$ cat src/rtl/wb_arbiter2.sv
// rtl/wb_arbiter2.sv - two-master Wishbone classic arbiter with round-robin grant and bus watchdog
//
// Purpose: shares one Wishbone slave between master 0 (CPU) and master 1 (DMA/debug).
// Ownership is registered: a request seen at an edge is granted from the next cycle,
// and every ownership change passes through one idle cycle. A watchdog ends a strobe
// that has gone TIMEOUT_CYCLES cycles without ack/err/rty by returning err to the owner.
//
// Ports:
//   clk_i, rst_i                 clock, synchronous active-high reset
//   m0_*/m1_* (cyc,stb,we,adr,sel,dat_i)  master requests
//   m0_*/m1_* (dat_o,ack,err,rty) master responses (dat_o is always s_dat_i)
//   s_* (cyc,stb,we,adr,sel,dat_o)        slave-side request, routed from the owner
//   s_dat_i, s_ack_i, s_err_i, s_rty_i    slave response
//   grant_o                      one-hot owner, 00 when idle
module wb_arbiter2 #(
  parameter int unsigned TIMEOUT_CYCLES = 255
) (
  input  logic        clk_i,
  input  logic        rst_i,
  input  logic        m0_cyc_i,
  input  logic        m0_stb_i,
  input  logic        m0_we_i,
  input  logic [31:0] m0_adr_i,
  input  logic [3:0]  m0_sel_i,
  input  logic [31:0] m0_dat_i,
  output logic [31:0] m0_dat_o,
  output logic        m0_ack_o,
  output logic        m0_err_o,
  output logic        m0_rty_o,
  input  logic        m1_cyc_i,
  input  logic        m1_stb_i,
  input  logic        m1_we_i,
  input  logic [31:0] m1_adr_i,
  input  logic [3:0]  m1_sel_i,
  input  logic [31:0] m1_dat_i,
  output logic [31:0] m1_dat_o,
  output logic        m1_ack_o,
  output logic        m1_err_o,
  output logic        m1_rty_o,
  output logic        s_cyc_o,
  output logic        s_stb_o,
  output logic        s_we_o,
  output logic [31:0] s_adr_o,
  output logic [3:0]  s_sel_o,
  output logic [31:0] s_dat_o,
  input  logic [31:0] s_dat_i,
  input  logic        s_ack_i,
  input  logic        s_err_i,
  input  logic        s_rty_i,
  output logic [1:0]  grant_o
);

  // A zero limit would give a zero-width counter; keep one bit that never moves.
  localparam int CW = (TIMEOUT_CYCLES > 0) ? $clog2(TIMEOUT_CYCLES + 1) : 1;

  typedef enum logic [2:0] {IDLE, OWN0, OWN1, TOUT0, TOUT1} state_t;

  state_t        state, state_nxt;
  logic          last_grant, last_grant_nxt;
  logic [CW-1:0] cnt, cnt_nxt;

  logic own_cyc, own_stb, own_is_m1, term, stalled, wd_hit;

  assign own_is_m1 = (state == OWN1);
  assign own_cyc   = own_is_m1 ? m1_cyc_i : m0_cyc_i;
  assign own_stb   = own_is_m1 ? m1_stb_i : m0_stb_i;
  assign term      = s_ack_i | s_err_i | s_rty_i;
  assign stalled   = own_stb && !term;
  // Fire on the edge where the count would reach the limit, so a termination
  // arriving in that same cycle still wins.
  assign wd_hit    = (TIMEOUT_CYCLES != 0) && stalled &&
                     ((32'(cnt) + 32'd1) == 32'(TIMEOUT_CYCLES));

  always_ff @(posedge clk_i) begin
    if (rst_i) begin
      state      <= IDLE;
      last_grant <= 1'b1;
      cnt        <= '0;
    end else begin
      state      <= state_nxt;
      last_grant <= last_grant_nxt;
      cnt        <= cnt_nxt;
    end
  end

  always_comb begin
    state_nxt      = state;
    last_grant_nxt = last_grant;
    cnt_nxt        = '0;
    case (state)
      IDLE: begin
        if (m0_cyc_i && m1_cyc_i) state_nxt = last_grant ? OWN0 : OWN1;
        else if (m0_cyc_i)        state_nxt = OWN0;
        else if (m1_cyc_i)        state_nxt = OWN1;
      end
      OWN0, OWN1: begin
        if (!own_cyc) begin
          state_nxt      = IDLE;
          last_grant_nxt = own_is_m1;
        end else if (wd_hit) begin
          state_nxt = own_is_m1 ? TOUT1 : TOUT0;
        end else if (stalled && TIMEOUT_CYCLES != 0) begin
          cnt_nxt = cnt + CW'(1);
        end
      end
      TOUT0: begin
        if (m0_cyc_i) state_nxt = OWN0;
        else begin
          state_nxt      = IDLE;
          last_grant_nxt = 1'b0;
        end
      end
      TOUT1: begin
        if (m1_cyc_i) state_nxt = OWN1;
        else begin
          state_nxt      = IDLE;
          last_grant_nxt = 1'b1;
        end
      end
      default: state_nxt = IDLE;
    endcase
  end

  assign m0_dat_o = s_dat_i;
  assign m1_dat_o = s_dat_i;

  always_comb begin
    s_cyc_o  = 1'b0;
    s_stb_o  = 1'b0;
    s_we_o   = 1'b0;
    s_adr_o  = '0;
    s_sel_o  = '0;
    s_dat_o  = '0;
    m0_ack_o = 1'b0;
    m0_err_o = 1'b0;
    m0_rty_o = 1'b0;
    m1_ack_o = 1'b0;
    m1_err_o = 1'b0;
    m1_rty_o = 1'b0;
    grant_o  = 2'b00;
    if (!rst_i) begin
      case (state)
        OWN0: begin
          s_cyc_o  = m0_cyc_i;
          s_stb_o  = m0_stb_i;
          s_we_o   = m0_we_i;
          s_adr_o  = m0_adr_i;
          s_sel_o  = m0_sel_i;
          s_dat_o  = m0_dat_i;
          m0_ack_o = s_ack_i;
          m0_err_o = s_err_i;
          m0_rty_o = s_rty_i;
          grant_o  = 2'b01;
        end
        OWN1: begin
          s_cyc_o  = m1_cyc_i;
          s_stb_o  = m1_stb_i;
          s_we_o   = m1_we_i;
          s_adr_o  = m1_adr_i;
          s_sel_o  = m1_sel_i;
          s_dat_o  = m1_dat_i;
          m1_ack_o = s_ack_i;
          m1_err_o = s_err_i;
          m1_rty_o = s_rty_i;
          grant_o  = 2'b10;
        end
        TOUT0: begin
          m0_err_o = 1'b1;
          grant_o  = 2'b01;
        end
        TOUT1: begin
          m1_err_o = 1'b1;
          grant_o  = 2'b10;
        end
        default: ;
      endcase
    end
  end

endmodule

$ cat config.mk
export PLATFORM = sky130hd
export DESIGN_NAME = wb_arbiter2
export DESIGN_NICKNAME = d
export VERILOG_FILES = /design/src/rtl/wb_arbiter2.sv
export SDC_FILE = /design/constraint.sdc
export NUM_CORES = 1
export LEC_CHECK = 0
export CELL_PAD_IN_SITES_DETAIL_PLACEMENT = 2
export CELL_PAD_IN_SITES_GLOBAL_PLACEMENT = 2
export CORE_ASPECT_RATIO = 0.5
export CORE_MARGIN = 3
export CORE_UTILIZATION = 10
export DETAILED_ROUTE_END_ITERATION = 7
export HOLD_SLACK_MARGIN = 0.03
export PLACE_DENSITY_LB_ADDON = 0.12
export SYNTH_ARGS = -nofsm -noshare
export SYNTH_HDL_FRONTEND = slang
export SYNTH_SLANG_ARGS = --single-unit
export TNS_END_PERCENT = 30
$ cat constraint.sdc
create_clock -name clk_i -period 3.01 [get_ports clk_i]
set_input_delay 0.602 -clock clk_i [delete_from_list [all_inputs] [get_ports clk_i]]
set_output_delay 0.602 -clock clk_i [all_outputs]
set_load 0.02 [all_outputs]
==> qor.yml, run 1 <==
status: "finished clean"
crit_path_start_kind: "flop"
yosysUniqueCellTypes: 40
path_cells: "nor3b_2, buf_12, a22oi_1, nor2_1, clkdlybuf4s50_1"
layout.nets: 653
worst_hold_slack_ns: 0.476
vdd_drop_max_mv: 0.188
coreArea_sq_mm: 0.0208
max_slew.worst_pin.slew_ns: 0.429
timing.critical_path.buf_inv: 2
cap_violations: 0
area_growth_pct: 104
num_antenna_cells: 0
synth-edff-count: 0
r2r_start: "state[0]$_SDFFE_PP0P_"
yosys_warnings: 0
postCtsHoldBufs: 0
die_area_sq_mm: 0.0234
tns_ns: 0
netlist_area_sq_mm: 0.00215
cpPeakStageDelay_ns: 0.63
finalPower_mw: 1.05
ys_seq_area_share_pct: 11.2
cts_resized: 0
worstReg2RegEnd: "state[1]$_SDFFE_PP0P_"
async_reset_ff_share_pct: 0
row_count: 37
required_ns: 2.41
worstHoldPathCells: 1
grt_pass1_wl_um: 18800
via_per_inst: 3.79
synthCells: 320
die_y_um: 110
skew_ns: 0.00119
vias: 2819
crit_family: "buffers and inverters"
clockBufferDepth: 2
cts_tree: "yes"
finalMaxSlewViolations: 0
place_area_sq_mm: 0.00431
grt_pass1_vias: 2952
gp_congestion: 0.673
min_path_type: "reg2reg"
crit_start: "state[2]$_SDFFE_PP0P_"
period_minus_slack_ns: 2.82
yosys.area.top_type_share_pct: 24.8
grt_usage_pct: 10.4
start_util_pct: 10.3
cts_setup_buffers: 0
ys.flop_type: "dfxtp_1"
hold_violations: 0
worstPathArrival_ns: 2.22
p_per_area_mw_per_mm2: 239
insertion_delay_ns: 0.24
slowest_stage: "clkdlybuf4s50_1"
crit_fanout: 71
fin_crit_sh_pct: 93.8
cts.sinks: 12
path_clk_slew_ns: 0.04
grt_max_degree: 72
postLayoutCellArea_sq_mm: 0.00439
htreeDepth: 1
portBuffers: 225
yosysTopAreaCell: "a22oi_1"
root_buffer: "clkbuf_16"
path_class: "reg2out"
finalSetupViolCount: 0
drc: 0
pin_count: 322
hold_path_startpoint: "cnt[0]$_SDFF_PP0_"
drive_above_1_share_pct: 6.38
drtIter0Drc: 82
synth_nets: 501
overflow: 0
ant_nets: 0
drt_pass1_iterations: 4
ff2ff_path_depth: 7
ff2ff_setup_slack_ns: 0.91
cts_made_buffers: 3
rsz0062_at_grt: "no"
yosys_register_bits: 12
max_freq_mhz: 354
post-dp-hpwl_um: 10600
antenna_found_initial: 0
syn_avg_cell_area_sq_um: 6.73
end_kind: "primary output"
synthTopCellsByCount: "nor2_1, a22oi_1, buf_4"
yosys.cell_count.top_type: "nor2_1"
leakage_nw: 1.50
maxSlewHeadroom_pct: 71.2
wl_per_cell_um: 17.7
routed_wl_um: 13100
synthTopCellsByArea: "a22oi_1, buf_4, nor2_1"
dieWidth_um: 214
min_delay_worst_endpoint: "cnt[0]$_SDFF_PP0_"
-- cell families (layout without fill, tap and decap cells) --
group                    count (synthesis)  after routing  share of synthesized area (%)
AO/OA/AOI/OAI                           89             89                           31.7
XOR/XNOR                                 5              5                           2.03
adder cells (fa/ha/maj)                  2              2                           1.16
buffers and inverters                   96            246                           28.3
flip-flops                              12             12                           11.2
multiplexers                             2              2                           1.22
AND/OR/NAND/NOR                        114            114                           24.5
-- flip-flops by register name, indices dropped and copies added, names as in the netlist --
| signal | flops |
|---|---|
| last_grant | 1 |
| state | 3 |
| cnt | 8 |
-- final cells by class --
type	instances	area, sq um
Inverter	4	15.0
Multi-Input combinational cell	212	1320
Clock buffer	3	75.1
Tap cell	273	342
Sequential cell	12	240
Timing Repair Buffer	239	2400
Fill cell	2429	16400
-- metrics by stage --
stage | worst slack [ns] | utilization, % | std cells
after CTS | 0.139 | 21.1 | 743
after global routing | 0.0466 | 21.1 | 743
after detailed placement | 0.180 | 20.7 | 740
after global placement | 0.212 | 20.7 | 740
after floorplan | 0.843 | - | 320
final | 0.186 | 21.1 | 743
-- worst reg2reg max path, cell delays in order (launching register included) --
cell and delay [ns]:
dfxtp_1 0.30, buf_4 0.17, nor3b_4 0.30, buf_12 0.23, mux2_2 0.41, o211ai_4 0.12, o31a_1 0.17, mux2_4 0.29
-- layout by cell type, fill, tap and decap left out, drive strengths merged --
master	Yosys	final
clkdlybuf4s50	0	224
nor2	81	81
a22oi	71	71
buf	70	15
dfxtp	12	12
nor3	6	6
a21oi	6	6
and3b	5	5
inv	4	4
nand2b	4	4
nand3	4	4
nand2	3	3
xor2	3	3
clkbuf	22	3
or2	3	3
and2	2	2
xnor2	2	2
o21a	2	2
ha	2	2
nor3b	2	2
mux2	2	2
a31oi	1	1
a211oi	1	1
o22ai	1	1
o21ai	1	1
o211ai	1	1
and4b	1	1
o31ai	1	1
and4	1	1
o211a	1	1
a2111oi	1	1
o31a	1	1
a21o	1	1
nand3b	1	1
nor4	1	1
-- worst max path at each step --
stage / slack [ns] / to / cells after the start
6_report: 0.19 / s_dat_o[23] / 5
5_1_grt: 0.05 / s_dat_o[17] / 5
4_1_cts: 0.14 / s_dat_o[23] / 5
3_5_place_dp: 0.18 / m1_err_o / 6
3_3_place_gp: 0.21 / m1_err_o / 6
2_1_floorplan: 0.84 / s_adr_o[0] / 6
-- routing by layer --
metal | track usage [%] | vias to the layer above | routed length [um]
met5 | 0 | - | 0
met4 | 1.65 | 0 | 122
met3 | 1.11 | 13 | 428
met2 | 22.2 | 76 | 7570
met1 | 11.1 | 1368 | 5020
li1 | - | 1362 | -
-- report_power, final --
part / switching [mW] / total [mW] / internal [mW]
Combinational: 0.284 / 0.641 / 0.357
Sequential: 0.00292 / 0.167 / 0.164
Clock: 0.0667 / 0.240 / 0.173
No activity file was read; power rests on OpenSTA's default activity.
==> inputs of run 2 (changes only) <==
--- a/config.mk
+++ b/config.mk
@@ -13,6 +13,7 @@
 export DETAILED_ROUTE_END_ITERATION = 7
 export HOLD_SLACK_MARGIN = 0.03
 export PLACE_DENSITY_LB_ADDON = 0.12
+export SETUP_SLACK_MARGIN = 0.2
 export SYNTH_ARGS = -nofsm -noshare
 export SYNTH_HDL_FRONTEND = slang
 export SYNTH_SLANG_ARGS = --single-unit
==> run 2 against run 1 <==
Compared with the run above:
- wire length grew 5.8%
- clock skew is essentially flat
- final cell count grew 0.54%
- clock-buffer cell count is the same
- largest cell class unchanged
==> qor.yml, run 2 (synthesis gave the netlist of run 1 again) <==
status: "finished clean"
postLayoutCellArea_sq_mm: 0.00453  # +3.2%
vias: 2853  # +1.2%
ff2ff_setup_slack_ns: 0.89  # -0.02 ns
largest_reg_flops: 8  # unchanged
grt_max_degree: 37  # -49%
slowest_stage: "clkdlybuf4s50_1"
timing.critical_path.buf_inv: 4  # +2
start_util_pct: 10.3  # unchanged
drtIter0Drc: 103  # +26%
worstPathArrival_ns: 2.21  # about the same
drive_above_1_share_pct: 7.17  # +0.79 points
p_per_area_mw_per_mm2: 239  # about the same
grt_pass1_wl_um: 19800  # +5.3%
finalPower_mw: 1.08  # +3.3%
min_path_type: "reg2reg"
cap_violations: 0  # unchanged
grt_usage_pct: 11.1  # +0.73 points
largest_register: "cnt"
area_growth_pct: 110
fill_cells: 2424  # -0.21%
wl_met2_um: 8090  # +6.9%
layout.nets: 657  # +0.61%
cts_made_buffers: 3  # unchanged
top_regs: "cnt x8, state x3, last_grant x1"
end_kind: "primary output"
multiInputGateArea_sq_mm: 0.00132  # +0.48%
dp_cells: 740  # unchanged
maxSlewHeadroom_pct: 71.2  # about the same
rsz0062_at_grt: "yes"
final_common_cell: "clkdlybuf4s50_1"
insertion_delay_ns: 0.24  # about the same
ff2ff_path_depth: 8  # +1
fin_crit_sh_pct: 93.4  # -0.47 points
num_antenna_cells: 0  # unchanged
cts_tree: "yes"
crit_fanout: 23  # -68%
crit_cells: 7  # +2
tns_ns: 0  # unchanged
ant_nets: 0  # unchanged
skew_ns: 0.00117  # -0.0000181 ns
routed_wl_um: 13900  # +5.8%
htreeDepth: 1  # unchanged
drc: 0  # unchanged
crit_family: "buffers and inverters"
path_clk_slew_ns: 0.04  # about the same
postCtsHoldBufs: 0  # unchanged
cts.sinks: 12  # unchanged
finalSetupViolCount: 0  # unchanged
die_area_sq_mm: 0.0234  # unchanged
die_y_um: 110  # unchanged
finalMaxSlewViolations: 0  # unchanged
coreArea_sq_mm: 0.0208  # unchanged
cp-endpoint: "s_adr_o[30]"
portBuffers: 225  # unchanged
root_buffer: "clkbuf_16"
drt_pass1_iterations: 4  # unchanged
worstReg2RegEnd: "state[1]$_SDFFE_PP0P_"
route.met3.wl_um: 424  # -0.93%
required_ns: 2.41  # about the same
vdd_drop_max_mv: 0.189  # +0.16%
period_minus_slack_ns: 2.81  # -0.0142 ns
grt_pass1_vias: 3030  # +2.6%
clockBufferDepth: 2  # unchanged
post-dp-hpwl_um: 10600  # unchanged
final_cell_mix: "clkdlybuf4s50_1, nor2_1, a22oi_1, dlymetal6s2s_1, dfxtp_1"
cpPeakStageDelay_ns: 0.64  # about the same
worstHoldPathCells: 1  # unchanged
wl_per_cell_um: 18.6  # +5.3%
place_area_sq_mm: 0.00431  # unchanged
crit_start: "state[0]$_SDFFE_PP0P_"
via_per_inst: 3.82  # +0.66%
routed.top_layer: "met4"
hold_violations: 0  # unchanged
antenna_found_initial: 0  # unchanged
pin_count: 322  # unchanged
path_cells: "buf_4, nor3b_4, buf_12, bufbuf_16, a22oi_1, nor2_1, clkdlybuf4s50_1"
path_class: "reg2out"
overflow: 0  # unchanged
gp_congestion: 0.673  # unchanged
r2r_start: "state[0]$_SDFFE_PP0P_"
max_slew.worst_pin.slew_ns: 0.429  # +0.00000370 ns
max_freq_mhz: 356  # +0.50%
crit_path_start_kind: "flop"
stdcell_count: 747  # +0.54%
met1_length_um: 5290  # +5.4%
dieWidth_um: 214  # unchanged
seq_area_sq_um: 240  # unchanged
final_util_pct: 21.7  # +0.68 points
row_count: 37  # unchanged
leakage_nw: 1.87  # +24%
==> run 2: worst min path at each step <==
| stage | endpoint | from | slack, ns |
|---|---|---|---|
| 6_report | cnt[0]$_SDFF_PP0_ | cnt[0]$_SDFF_PP0_ | 0.48 |
| 5_1_grt | cnt[0]$_SDFF_PP0_ | cnt[0]$_SDFF_PP0_ | 0.51 |
| 4_1_cts | cnt[0]$_SDFF_PP0_ | cnt[0]$_SDFF_PP0_ | 0.48 |
| 3_5_place_dp | cnt[0]$_SDFF_PP0_ | cnt[0]$_SDFF_PP0_ | 0.47 |
| 3_3_place_gp | cnt[0]$_SDFF_PP0_ | cnt[0]$_SDFF_PP0_ | 0.46 |
| 2_1_floorplan | cnt[0]$_SDFF_PP0_ | cnt[0]$_SDFF_PP0_ | 0.44 |
==> run 2: metrics by stage <==
stage               hold slack (ns)  setup WS [ns]
floorplan                     0.437          0.843
global placement              0.463          0.212
detailed placement            0.472          0.180
CTS                           0.482          0.168
global route                  0.507          0.102
finish                        0.476          0.200
==> run 2: metal layers <==
metal,global-route usage (%),up-vias
met3,1.11,13
met4,1.55,0
met2,23.6,72
met1,12.1,1395
li1,-,1373
met5,0,-
==> run 2: power breakdown <==
part,switching (mW),internal (mW),total [mW]
Sequential,0.00347,0.164,0.167
Combinational,0.295,0.379,0.674
Clock,0.0669,0.173,0.240
==> run 2: area by class of cell <==
| class | instances | share of cell area, % |
|---|---|---|
| Timing Repair Buffer | 243 | 56.0 |
| Multi-Input combinational cell | 212 | 29.2 |
| Tap cell | 273 | 7.54 |
| Sequential cell | 12 | 5.30 |
| Clock buffer | 3 | 1.66 |
| Inverter | 4 | 0.331 |
==> run 2: timing repair <==
item / CTS / global route
setup endpoints to repair: 40 / 63
cloned: 2 / 0
gates resized for setup: 3 / 18
hold endpoints to repair: 0 / 0
pin swaps: 1 / 0
buffers inserted: 2 / 0
==> run 2: worst register-to-register path: stages, from the launching register on <==
cell	delay (ns)
dfxtp_1	0.30
buf_4	0.18
nor3b_4	0.21
buf_12	0.15
buf_12	0.18
mux2_2	0.41
o211ai_4	0.12
o31a_1	0.17
mux2_4	0.29
